$ cat src/rtl/mem_bridge.sv
// ============================================================================
// Module   : mem_bridge (with mem_bridge_tc timer)
// Purpose  : M-stage data bridge: address decode, byte lanes, load extension,
//            exception codes, two countdown timers and interrupt aggregation.
// Revision : 1.0
// ============================================================================
`timescale 1ns/1ps
`default_nettype none

module mem_bridge_tc (
  input  logic        clk,
  input  logic        reset,
  input  logic        i_we,
  input  logic [1:0]  i_off,
  input  logic [31:0] i_wdata,
  output logic [31:0] o_rdata,
  output logic        o_irq
);

  typedef enum logic [1:0] {
    S_IDLE = 2'd0,
    S_LOAD = 2'd1,
    S_CNT  = 2'd2,
    S_INT  = 2'd3
  } state_t;

  localparam logic [1:0] c_OFF_CTRL   = 2'd0;
  localparam logic [1:0] c_OFF_PRESET = 2'd1;
  localparam logic [1:0] c_OFF_COUNT  = 2'd2;
  localparam logic [1:0] c_MODE_AUTO  = 2'b01;

  state_t      r_state;
  logic [3:0]  r_ctrl;    // {IM, MODE[1:0], EN}
  logic [31:0] r_preset;
  logic [31:0] r_count;
  logic        r_flag;

  // Register writes pre-empt the state machine for that cycle.
  always_ff @(posedge clk) begin
    if (reset) begin
      r_state  <= S_IDLE;
      r_ctrl   <= 4'd0;
      r_preset <= 32'd0;
      r_count  <= 32'd0;
      r_flag   <= 1'b0;
    end else if (i_we && (i_off == c_OFF_CTRL)) begin
      r_ctrl  <= i_wdata[3:0];
      r_state <= S_IDLE;
      r_flag  <= 1'b0;
    end else if (i_we && (i_off == c_OFF_PRESET)) begin
      r_preset <= i_wdata;
    end else begin
      case (r_state)
        S_IDLE: begin
          if (r_ctrl[0]) r_state <= S_LOAD;
        end
        S_LOAD: begin
          r_count <= r_preset;
          r_flag  <= 1'b0;
          r_state <= S_CNT;
        end
        S_CNT: begin
          if (!r_ctrl[0]) begin
            r_state <= S_IDLE;
          end else if (r_count > 32'd1) begin
            r_count <= r_count - 32'd1;
          end else begin
            r_count <= 32'd0;
            r_flag  <= 1'b1;
            r_state <= S_INT;
          end
        end
        S_INT: begin
          // Auto-reload drops the flag for a one-cycle pulse; other modes
          // disarm the timer and leave the flag latched.
          if (r_ctrl[2:1] == c_MODE_AUTO) r_flag <= 1'b0;
          else                           r_ctrl[0] <= 1'b0;
          r_state <= S_IDLE;
        end
        default: r_state <= S_IDLE;
      endcase
    end
  end

  always_comb begin
    o_rdata = 32'd0;
    case (i_off)
      c_OFF_CTRL:   o_rdata = {28'd0, r_ctrl};
      c_OFF_PRESET: o_rdata = r_preset;
      c_OFF_COUNT:  o_rdata = r_count;
      default:      o_rdata = 32'd0;
    endcase
  end

  assign o_irq = r_ctrl[3] & r_flag;

endmodule

module mem_bridge #(
  parameter logic [31:0] DM_TOP   = 32'h0000_3000,
  parameter logic [31:0] TC0_BASE = 32'h0000_7F00,
  parameter logic [31:0] TC1_BASE = 32'h0000_7F10,
  parameter logic [31:0] IG_BASE  = 32'h0000_7F20
) (
  input  logic        clk,
  input  logic        reset,
  input  logic [31:0] m_data_addr,
  input  logic [31:0] m_data_wdata,
  input  logic        m_data_mem_write,
  input  logic [2:0]  m_data_sel,
  input  logic        m_data_req,
  output logic [31:0] m_data_rdata,
  output logic [4:0]  m_data_exc,
  output logic [31:0] dm_addr,
  output logic [31:0] dm_wdata,
  output logic [3:0]  dm_byteen,
  input  logic [31:0] dm_rdata,
  output logic [31:0] ig_addr,
  output logic [3:0]  ig_byteen,
  input  logic        ext_int,
  output logic [5:0]  hw_int
);

  localparam logic [4:0] c_EXC_NONE = 5'd0;
  localparam logic [4:0] c_EXC_ADEL = 5'd4;
  localparam logic [4:0] c_EXC_ADES = 5'd5;

  logic        w_valid, w_word, w_half, w_byte, w_unsigned;
  logic        w_misaligned, w_in_dm, w_in_ig, w_in_tc_any, w_fault, w_wr_ok;
  logic [1:0]  w_in_tc;
  logic [1:0]  w_tc_irq;
  logic [1:0][31:0] w_tc_rdata;
  logic [3:0]  w_be;
  logic [15:0] w_half_lane;
  logic [7:0]  w_byte_lane;
  logic [31:0] w_dm_load;

  assign w_word     = (m_data_sel == 3'd1);
  assign w_half     = (m_data_sel == 3'd2) || (m_data_sel == 3'd3);
  assign w_byte     = (m_data_sel == 3'd4) || (m_data_sel == 3'd5);
  assign w_unsigned = (m_data_sel == 3'd3) || (m_data_sel == 3'd5);
  assign w_valid    = w_word || w_half || w_byte;

  assign w_misaligned = (w_word && (m_data_addr[1:0] != 2'd0)) ||
                        (w_half && m_data_addr[0]);

  assign w_in_dm     = (m_data_addr < DM_TOP);
  assign w_in_ig     = (m_data_addr[31:2] == IG_BASE[31:2]);
  assign w_in_tc_any = |w_in_tc;

  // Timers accept word accesses only, and COUNT is read-only.
  assign w_fault = w_valid && (w_misaligned ||
                               !(w_in_dm || w_in_tc_any || w_in_ig) ||
                               (w_in_tc_any && !w_word) ||
                               (w_in_tc_any && m_data_mem_write &&
                                (m_data_addr[3:2] == 2'd2)));

  assign m_data_exc = w_fault ? (m_data_mem_write ? c_EXC_ADES : c_EXC_ADEL)
                              : c_EXC_NONE;

  assign w_wr_ok = w_valid && m_data_mem_write && !w_fault && !m_data_req;

  genvar gi;
  generate
    for (gi = 0; gi < 2; gi++) begin : g_tc
      // Timer bases are 16-byte aligned; offset 0xC is outside the window.
      localparam logic [31:0] c_BASE = (gi == 0) ? TC0_BASE : TC1_BASE;

      assign w_in_tc[gi] = (m_data_addr[31:4] == c_BASE[31:4]) &&
                           (m_data_addr[3:2] != 2'd3);

      mem_bridge_tc u_tc (
        .clk     (clk),
        .reset   (reset),
        .i_we    (w_wr_ok && w_in_tc[gi]),
        .i_off   (m_data_addr[3:2]),
        .i_wdata (m_data_wdata),
        .o_rdata (w_tc_rdata[gi]),
        .o_irq   (w_tc_irq[gi])
      );
    end
  endgenerate

  always_comb begin
    w_be = 4'b0000;
    if (w_word)      w_be = 4'b1111;
    else if (w_half) w_be = m_data_addr[1] ? 4'b1100 : 4'b0011;
    else if (w_byte) w_be = 4'b0001 << m_data_addr[1:0];
  end

  always_comb begin
    dm_wdata = m_data_wdata;
    if (w_half)      dm_wdata = {2{m_data_wdata[15:0]}};
    else if (w_byte) dm_wdata = {4{m_data_wdata[7:0]}};
  end

  assign dm_addr   = {m_data_addr[31:2], 2'b00};
  assign ig_addr   = {m_data_addr[31:2], 2'b00};
  assign dm_byteen = (w_wr_ok && w_in_dm) ? w_be : 4'b0000;
  assign ig_byteen = (w_wr_ok && w_in_ig) ? w_be : 4'b0000;

  assign w_half_lane = m_data_addr[1] ? dm_rdata[31:16] : dm_rdata[15:0];

  always_comb begin
    w_byte_lane = dm_rdata[7:0];
    case (m_data_addr[1:0])
      2'd0:    w_byte_lane = dm_rdata[7:0];
      2'd1:    w_byte_lane = dm_rdata[15:8];
      2'd2:    w_byte_lane = dm_rdata[23:16];
      default: w_byte_lane = dm_rdata[31:24];
    endcase
  end

  always_comb begin
    w_dm_load = 32'd0;
    if (w_word)
      w_dm_load = dm_rdata;
    else if (w_half)
      w_dm_load = w_unsigned ? {16'd0, w_half_lane}
                             : {{16{w_half_lane[15]}}, w_half_lane};
    else if (w_byte)
      w_dm_load = w_unsigned ? {24'd0, w_byte_lane}
                             : {{24{w_byte_lane[7]}}, w_byte_lane};
  end

  // The interrupt-generator window has no read path and returns zero.
  always_comb begin
    m_data_rdata = 32'd0;
    if (w_valid && !w_fault) begin
      if (w_in_dm)         m_data_rdata = w_dm_load;
      else if (w_in_tc[0]) m_data_rdata = w_tc_rdata[0];
      else if (w_in_tc[1]) m_data_rdata = w_tc_rdata[1];
    end
  end

  assign hw_int = {3'b000, ext_int, w_tc_irq[1], w_tc_irq[0]};

endmodule

`default_nettype wire

$ cat config.mk
export PLATFORM = sky130hd
export DESIGN_NAME = mem_bridge
export DESIGN_NICKNAME = d
export VERILOG_FILES = /design/src/rtl/mem_bridge.sv
export SDC_FILE = /design/constraint.sdc
export NUM_CORES = 1
export LEC_CHECK = 0
export BUFFER_PORTS_ARGS = -buffer_cell sky130_fd_sc_hd__buf_2
export CAP_MARGIN = 25
export CELL_PAD_IN_SITES_DETAIL_PLACEMENT = 0
export CELL_PAD_IN_SITES_GLOBAL_PLACEMENT = 1
export CORE_ASPECT_RATIO = 1.2
export CORE_MARGIN = 5
export CORE_UTILIZATION = 39
export CTS_CLUSTER_DIAMETER = 100
export DETAILED_ROUTE_END_ITERATION = 16
export GPL_ROUTABILITY_DRIVEN = 0
export PLACE_DENSITY = 0.91
export SLEW_MARGIN = 10
export SYNTH_ARGS = -nofsm -noshare
export SYNTH_HDL_FRONTEND = slang
export SYNTH_SLANG_ARGS = --single-unit
$ cat constraint.sdc
create_clock -name clk -period 2.7 [get_ports clk]
set_clock_uncertainty 0.05 [all_clocks]
set_input_delay 0.27 -clock clk [delete_from_list [all_inputs] [get_ports clk]]
set_output_delay 0.27 -clock clk [all_outputs]
set_load 0.01 [all_outputs]
==> key figures, run 1 <==
Logic synthesis
  – Main synth FF type: dfxtp_1
  – Seq/Total Area, Yosys: 0.264
  – Ys async rst share: 0
  – Yosys reg bits: 142
  – Largest cells by area after synthesis: dfxtp_1 (26%), a21oi_1 (8.8%), nand2_1 (8.1%), buf_4 (5.7%), a22oi_1 (5.4%)
  – Number of synthesized flops with an enable pin: 0
  – Avg Inst Size Synth: 7.07 µm²
  – Synthesis warning total: 0
  – Synth area leader: dfxtp_1
  – Mapped Cells: 1523
  – Yosys top cell area share: 0.264
  – Mapped cell area: 10800 µm²
  – Yosys cell types: 80

Min path
  – Hold wc startpoint: m_data_wdata[30]
  – HP Class: input pin to flop

Routing
  – DR vias: 12800
  – DR WL/cell: 22.2 µm
  – TritonRoute pass-1 iters: 6
  – Via-to-Cell Ratio: 6.27
  – Post-route DRC violation count: 0
  – Final antenna-violating net count: 0
  – First DRT Iteration DRCs: 1777
  – Final wirelength: ~45 mm

Clock tree
  – TritonCTS clock tree: built
  – Clock Root Buffer: clkbuf_16
  – Cts hold-fix bufs: 0
  – Clock transition at path regs: 0.06 ns
  – Cts bufs inserted: 17
  – Worst-skew pair later-pin latency: 0.43 ns
  – Post-CTS sizing: 0
  – Sink Count: 142
  – Max clock buf depth: 2
  – # Post-CTS Setup Buffers: 0
  – CTS HTree Levels: 4

Finish
  – Multi-input gate area: 6800 µm²
  – FF+latch area: around 2800 µm²
  – Ant diodes: 0
  – Fraction of layout instances using a drive strength above 1: 0.252
  – Nets: around 1800
  – Post-Route Utilization: 0.471
  – Final Cell Area: 12800 µm²
  – Layout area overhead: 18.8%
  – Layout fillers: 2790

Critical path
  – Crit-path cells: buf_2 > nor4_2 > buf_4 > nand4_2 > or2_1 > or3_1 > a31oi_1 > buf_4 > buf_2
  – CP startpoint kind: input pin
  – Crit path largest cell delay: 0.39 ns
  – Critical-path top delay cell: or3_1
  – CP required: approximately 2.4 ns
  – Crit Path Max Fanout: 7
  – Critical Path AT: approximately 2.3 ns
  – Worst r2r src: g_tc[0].u_tc.r_count[0]
  – R2r setup slk: 0.17 ns
  – Crit. End Element: primary output
  – Critical Path Start: m_data_addr[27]
  – WS Path Type: input pin to primary output

Global routing
  – First-pass GRT wire length: 68.3 mm
  – GRT Total Usage: 0.278
  – Global route overflow: 0
  – Largest net degree at the start of global routing: 74
  – Met1 usage: 0.351
  – GR Util met2: 0.453
  – GRT busiest layer: met2
  – Met3 Use GR: 0.0625
  – Number of global-route vias before repair: 11700
  – Initial antenna violation count: 1

Timing
  – Endpoints failing hold: 0
  – Period utilization: 0.958
  – Setup violations, final: 0
  – Fmax: slightly below 400 MHz
  – Measured slew at the worst slew-check pin: 0.617 ns
  – Worst slew margin: 0.588
  – Min Tclk post-route: 2.59 ns
  – Max Slew Vio Count: 0

Floorplan
  – # rows: between 60 and 70
  – Chip height: 192 µm
  – I/O pin count: 251
  – Die X: 162 µm
  – Die area: 31000 µm²
  – CORE AREA: 27200 µm²
  – Initial Utilization: 0.396

Placement
  – Post-DP HPWL: 34.2 mm
  – I/O Buffers: around 240
  – Placement Cell Area: 12200 µm²

Power
  – Pleak: about 0.0047 µW
  – Peak VDD IR: 0.000455 V
  – Pwr/cell area: 433 nW/µm²

Job
  – Max cap viols: 0

Run status
  – Status: complete, no violations
-- worst max-delay path: cells and delay by family --
family                 cells  cell delay [ns]
AO/OA/AOI/OAI              1             0.24
buffers and inverters      4             0.61
AND/OR/NAND/NOR            4             1.14
-- stage by stage --
stage / total power (µW) / TNS [ns] / hold WS, ns / setup slack [ns] / std cells
after floorplan: 2830 / 0 / 0.360 / 0.423 / 1532
after CTS: 5520 / 0 / 0.0548 / 0.0889 / 2037
after detailed placement: 3300 / 0 / 0.412 / 0.0967 / 2006
after global placement: 3300 / 0 / 0.405 / 0.122 / 2006
final: 5540 / 0 / 0.0596 / 0.114 / 2037
after global routing: 5740 / -0.0124 / 0.0607 / -0.0124 / 2037
-- registers in the layout, summed over array words and instances, names as in the netlist --
name	count
g_tc.u_tc.r_preset	64
g_tc.u_tc.r_state	4
g_tc.u_tc.r_count	64
g_tc.u_tc.r_ctrl	8
g_tc.u_tc.r_flag	2
-- routing by layer --
| layer | part of all wire | up-vias |
|---|---|---|
| met1 | 0.38 | 5968 |
| met3 | 0.12 | 135 |
| met5 | 0 | - |
| li1 | - | 5784 |
| met4 | 0.051 | 0 |
| met2 | 0.45 | 883 |
-- final timing paths --
kind | depth (start not counted) | to
max | 9 | m_data_rdata[3]
min | 3 | g_tc[0].u_tc.r_preset[30]
max reg2reg | 8 | g_tc[0].u_tc.r_state[1]
min reg2reg | 2 | g_tc[1].u_tc.r_preset[24]
-- cells in the final DEF (no fill, tap or decap), types with 8 or more instances in the layout --
cell type,count
a211oi_1,8
a21oi_1,188
a221o_1,8
a22oi_1,77
a31oi_1,13
and2_1,9
buf_12,11
buf_2,237
buf_4,84
clkbuf_16,17
conb_1,10
dfxtp_1,142
ha_1,10
inv_1,32
mux2_2,18
mux2i_1,26
nand2_1,231
nand2b_1,10
nand3_1,22
nand4_1,9
nor2_1,122
nor2b_1,33
nor3_1,31
nor4_1,30
nor4_2,9
o21ai_0,101
o22ai_1,32
o2bb2ai_1,9
o32ai_1,14
or2_2,8
or3_1,11
or4_1,12
-- synthesized netlist by cell type (11+ instances only) --
library cell  number
nor2b_1           36
o21ai_0          101
inv_1             32
clkbuf_1          90
or4_1             12
o22ai_1           32
o32ai_1           14
buf_2             17
nand3_1           22
nor3_1            31
a21oi_1          189
mux2_2            18
mux2i_1           26
nor4_1            30
dfxtp_1          142
buf_4             82
a31oi_1           13
or3_1             11
nor2_1           125
a22oi_1           77
nand2_1          231
-- power breakdown --
group	switching, µW	internal [µW]
clock	954	1290
sequential	16.0	2110
combinational	768	408
total	1740	3800
-- logic make-up after synthesis --
| kind of cell | after synthesis | share of synthesized area |
|---|---|---|
| simple gates | 585 | 0.273 |
| buf+inv | 232 | 0.112 |
| other cells | 1 | 0.000348 |
| fa+ha+maj | 10 | 0.0116 |
| mux | 45 | 0.0451 |
| flops | 142 | 0.264 |
| xor+xnor | 1 | 0.000814 |
| compound gates | 507 | 0.293 |
-- cell type report --
class,instances,share of cell area
timing repair buffer,332,0.159
clock inverter,12,0.00900
tap,340,0.0333
multi-input combinational,1158,0.532
sequential,142,0.222
clock buffer,19,0.0346
inverter,34,0.00998
Power figures use the tool's default switching activity.
==> run 2, diff against run 1 <==
--- a/config.mk
+++ b/config.mk
@@ -11,11 +11,13 @@
 export CELL_PAD_IN_SITES_GLOBAL_PLACEMENT = 1
 export CORE_ASPECT_RATIO = 1.2
 export CORE_MARGIN = 5
-export CORE_UTILIZATION = 39
+export CORE_UTILIZATION = 40
+export CTS_BUF_LIST = sky130_fd_sc_hd__clkbuf_4 sky130_fd_sc_hd__clkbuf_8
 export CTS_CLUSTER_DIAMETER = 100
+export CTS_CLUSTER_SIZE = 40
 export DETAILED_ROUTE_END_ITERATION = 16
 export GPL_ROUTABILITY_DRIVEN = 0
-export PLACE_DENSITY = 0.91
+export PLACE_DENSITY = 0.93
 export SLEW_MARGIN = 10
 export SYNTH_ARGS = -nofsm -noshare
 export SYNTH_HDL_FRONTEND = slang
==> run 2 against run 1 <==
  * Clock-buffer cell count decreased by 2
  * Clock power decreased by 22%
  * Global-route usage increased by 0.28 points
  * Critical endpoint is now m_data_rdata[7]
==> key figures, run 2 (synthesized netlist as in run 1, its figures left out) <==
Power
  – Pwr/cell area: 400 nW/µm² (was 433 nW/µm²)
  – Power consumption: 5020 µW (was 5540 µW)
  – Peak VDD IR: 0.000303 V (was 0.000455 V)
  – Pleak: 0.00460 µW (was 0.00471 µW)

Timing
  – Endpoints failing hold: 0 (unchanged)
  – Unrepaired setup endpoints after global routing: false
  – Worst slew margin: 0.523 (was 0.588)
  – Hold Slack: 0.0190 ns (was 0.0596 ns)
  – Setup violations, final: 0 (unchanged)
  – Fmax: 384 MHz (was 387 MHz)
  – Measured slew at the worst slew-check pin: 0.713 ns (was 0.617 ns)
  – Final setup TNS: 0 ns (unchanged)
  – Period utilization: 0.965 (was 0.958)
  – Max Slew Vio Count: 0 (unchanged)
  – Min Tclk post-route: 2.61 ns (was 2.59 ns)

Global routing
  – GR Util met2: 0.455 (was 0.453)
  – Number of global-route vias before repair: 11800 (was 11700)
  – GRT Total Usage: 0.281 (was 0.278)
  – Global route overflow: 0 (unchanged)
  – GRT busiest layer: met2 (unchanged)
  – Initial antenna violation count: 1 (unchanged)
  – First-pass GRT wire length: 67.9 mm (was 68.3 mm)
  – Largest net degree at the start of global routing: 73 (was 74)
  – Met1 usage: 0.344 (was 0.351)
  – Met3 Use GR: 0.0880 (was 0.0625)

Floorplan
  – # rows: 65 (was 66)
  – Die X: 160 µm (was 162 µm)
  – CORE AREA: 26400 µm² (was 27200 µm²)
  – Die area: 30300 µm² (was 31000 µm²)
  – Initial Utilization: 0.407 (was 0.396)
  – Chip height: 190 µm (was 192 µm)
  – I/O pin count: 251 (unchanged)

Routing
  – Post-route DRC violation count: 0 (unchanged)
  – First DRT Iteration DRCs: 1396 (was 1777)
  – Final wirelength: 44.8 mm (was 45.2 mm)
  – TritonRoute pass-1 iters: 6 (unchanged)
  – Via-to-Cell Ratio: 6.21 (was 6.27)
  – Final antenna-violating net count: 0 (unchanged)
  – DR vias: 12600 (was 12800)
  – DR WL/cell: 22.2 µm (about the same)

Finish
  – Post-Route Utilization: 0.475 (was 0.471)
  – Layout area overhead: 16.7% (was 18.8%)
  – Nets: 1787 (was 1799)
  – Fraction of layout instances using a drive strength above 1: 0.247 (was 0.252)
  – Most common cell after layout, fill and taps aside: buf_2 (unchanged)
  – Final Cell Area: 12600 µm² (was 12800 µm²)
  – Largest regs: g_tc.u_tc.r_count: 64 flops, g_tc.u_tc.r_preset: 64 flops, g_tc.u_tc.r_ctrl: 8 flops (unchanged)
  – Commonest non-fill, non-tap cells in the layout: buf_2 (237), nand2_1 (231), a21oi_1 (189) (was buf_2 (237), nand2_1 (231), a21oi_1 (188))

Clock tree
  – Sink Count: 142 (unchanged)
  – TritonCTS clock tree: built (unchanged)
  – CTS HTree Levels: 4 (unchanged)
  – Clock Root Buffer: clkbuf_8 (was clkbuf_16)
  – Cts bufs inserted: 17 (unchanged)
  – Worst-skew pair later-pin latency: 0.48 ns (was 0.43 ns)
  – Clock transition at path regs: 0.09 ns (was 0.06 ns)
  – Cts hold-fix bufs: 0 (unchanged)
  – Max clock buf depth: 2 (unchanged)

Critical path
  – Critical Path Start: m_data_addr[19] (was m_data_addr[27])
  – R2r worst-path depth: 7 (was 8)
  – Critical Path AT: 2.29 ns (was 2.27 ns)
  – Worst setup endpoint: m_data_rdata[7] (was m_data_rdata[3])
  – R2r setup slk: 0.20 ns (was 0.17 ns)
  – CP startpoint kind: input pin (unchanged)
  – WS Path Type: input pin to primary output (unchanged)
  – CP required: 2.38 ns (about the same)
  – Crit-path cells: buf_2 > or4_1 > nor4_1 > nand4_1 > o21ba_2 > o21ai_2 > buf_4 > a21oi_1 > buf_2 (was buf_2 > nor4_2 > buf_4 > nand4_2 > or2_1 > or3_1 > a31oi_1 > buf_4 > buf_2)
  – WP buf/inv: 3 (was 4)
  – Most Frequent Cell on Critical Path: buf_2
  – CP top delay family: simple AND/OR/NAND/NOR gates (unchanged)
  – Crit Path Max Fanout: 30 (was 7)
  – R2R Path End: g_tc[0].u_tc.r_count[25] (was g_tc[0].u_tc.r_state[1])
  – Worst r2r src: g_tc[0].u_tc.r_count[14] (was g_tc[0].u_tc.r_count[0])
  – Critical-path top delay cell: or4_1 (was or3_1)
  – Levels on crit path: 9 (unchanged)
  – Crit path largest cell delay: 0.53 ns (was 0.39 ns)
  – Crit. End Element: primary output (unchanged)

Run status
  – Status: complete, no violations (unchanged)

Placement
  – Placement Cell Area: 12100 µm² (was 12200 µm²)
  – I/O Buffers: 238 (unchanged)
  – Post-DP HPWL: 33.6 mm (was 34.2 mm)

Min path
  – HP Class: input pin to flop (unchanged)

Job
  – Max cap viols: 0 (unchanged)
run 2: per-layer routing:
layer	up-vias	share of wire
li1	5754	-
met1	5837	0.38
met2	847	0.45
met3	122	0.12
met4	0	0.048
met5	-	0
run 2: cell type report:
cell class	count	area, µm²
fillers	2649	13900
multi-input cells	1158	6810
flip-flops and latches	142	2840
repair buffers	320	1960
well taps	335	419
clock buffers	17	234
clock inverters	15	170
inverters	34	128
diodes	1	2.50
run 2: how the worst min path moves through the flow:
stage | startpoint | endpoint | slack (ns) | cells after the start
global placement | g_tc[0].u_tc.r_preset[26] | g_tc[0].u_tc.r_preset[26] | 0.41 | 2
finish | m_data_wdata[30] | g_tc[0].u_tc.r_preset[30] | 0.02 | 3
detailed placement | g_tc[0].u_tc.r_preset[26] | g_tc[0].u_tc.r_preset[26] | 0.41 | 2
global route | m_data_wdata[30] | g_tc[0].u_tc.r_preset[30] | 0.01 | 3
floorplan | m_data_wdata[2] | g_tc[1].u_tc.r_ctrl[2] | 0.36 | 2
CTS | m_data_wdata[30] | g_tc[0].u_tc.r_preset[30] | 0.002 | 3
run 2: tightest hold or removal path, cell delays in order:
cell     delay (ns)
buf_2          0.12
nand2_1        0.05
a21oi_1        0.05
run 2: timing repair:
item | 4_1_cts | 5_1_grt
setup buffers | 0 | 0
gates resized for setup | 1 | 4
endpoints found under the setup margin | 1 | 12
run 2: stage by stage:
step | worst slack (ns) | cells
final | 0.0949 | 2022
after global routing | 0.0225 | 2021
after CTS | 0.0565 | 2020
after detailed placement | 0.000702 | 1988
after global placement | 0.0234 | 1988
after floorplan | 0.423 | 1532
run 2: where the power goes:
| group | total, µW | internal (µW) | switching [µW] |
|---|---|---|---|
| registers | 2120 | 2110 | 14.4 |
| logic | 1160 | 395 | 767 |
| clock network | 1740 | 702 | 1040 |
| total | 5020 | 3200 | 1820 |
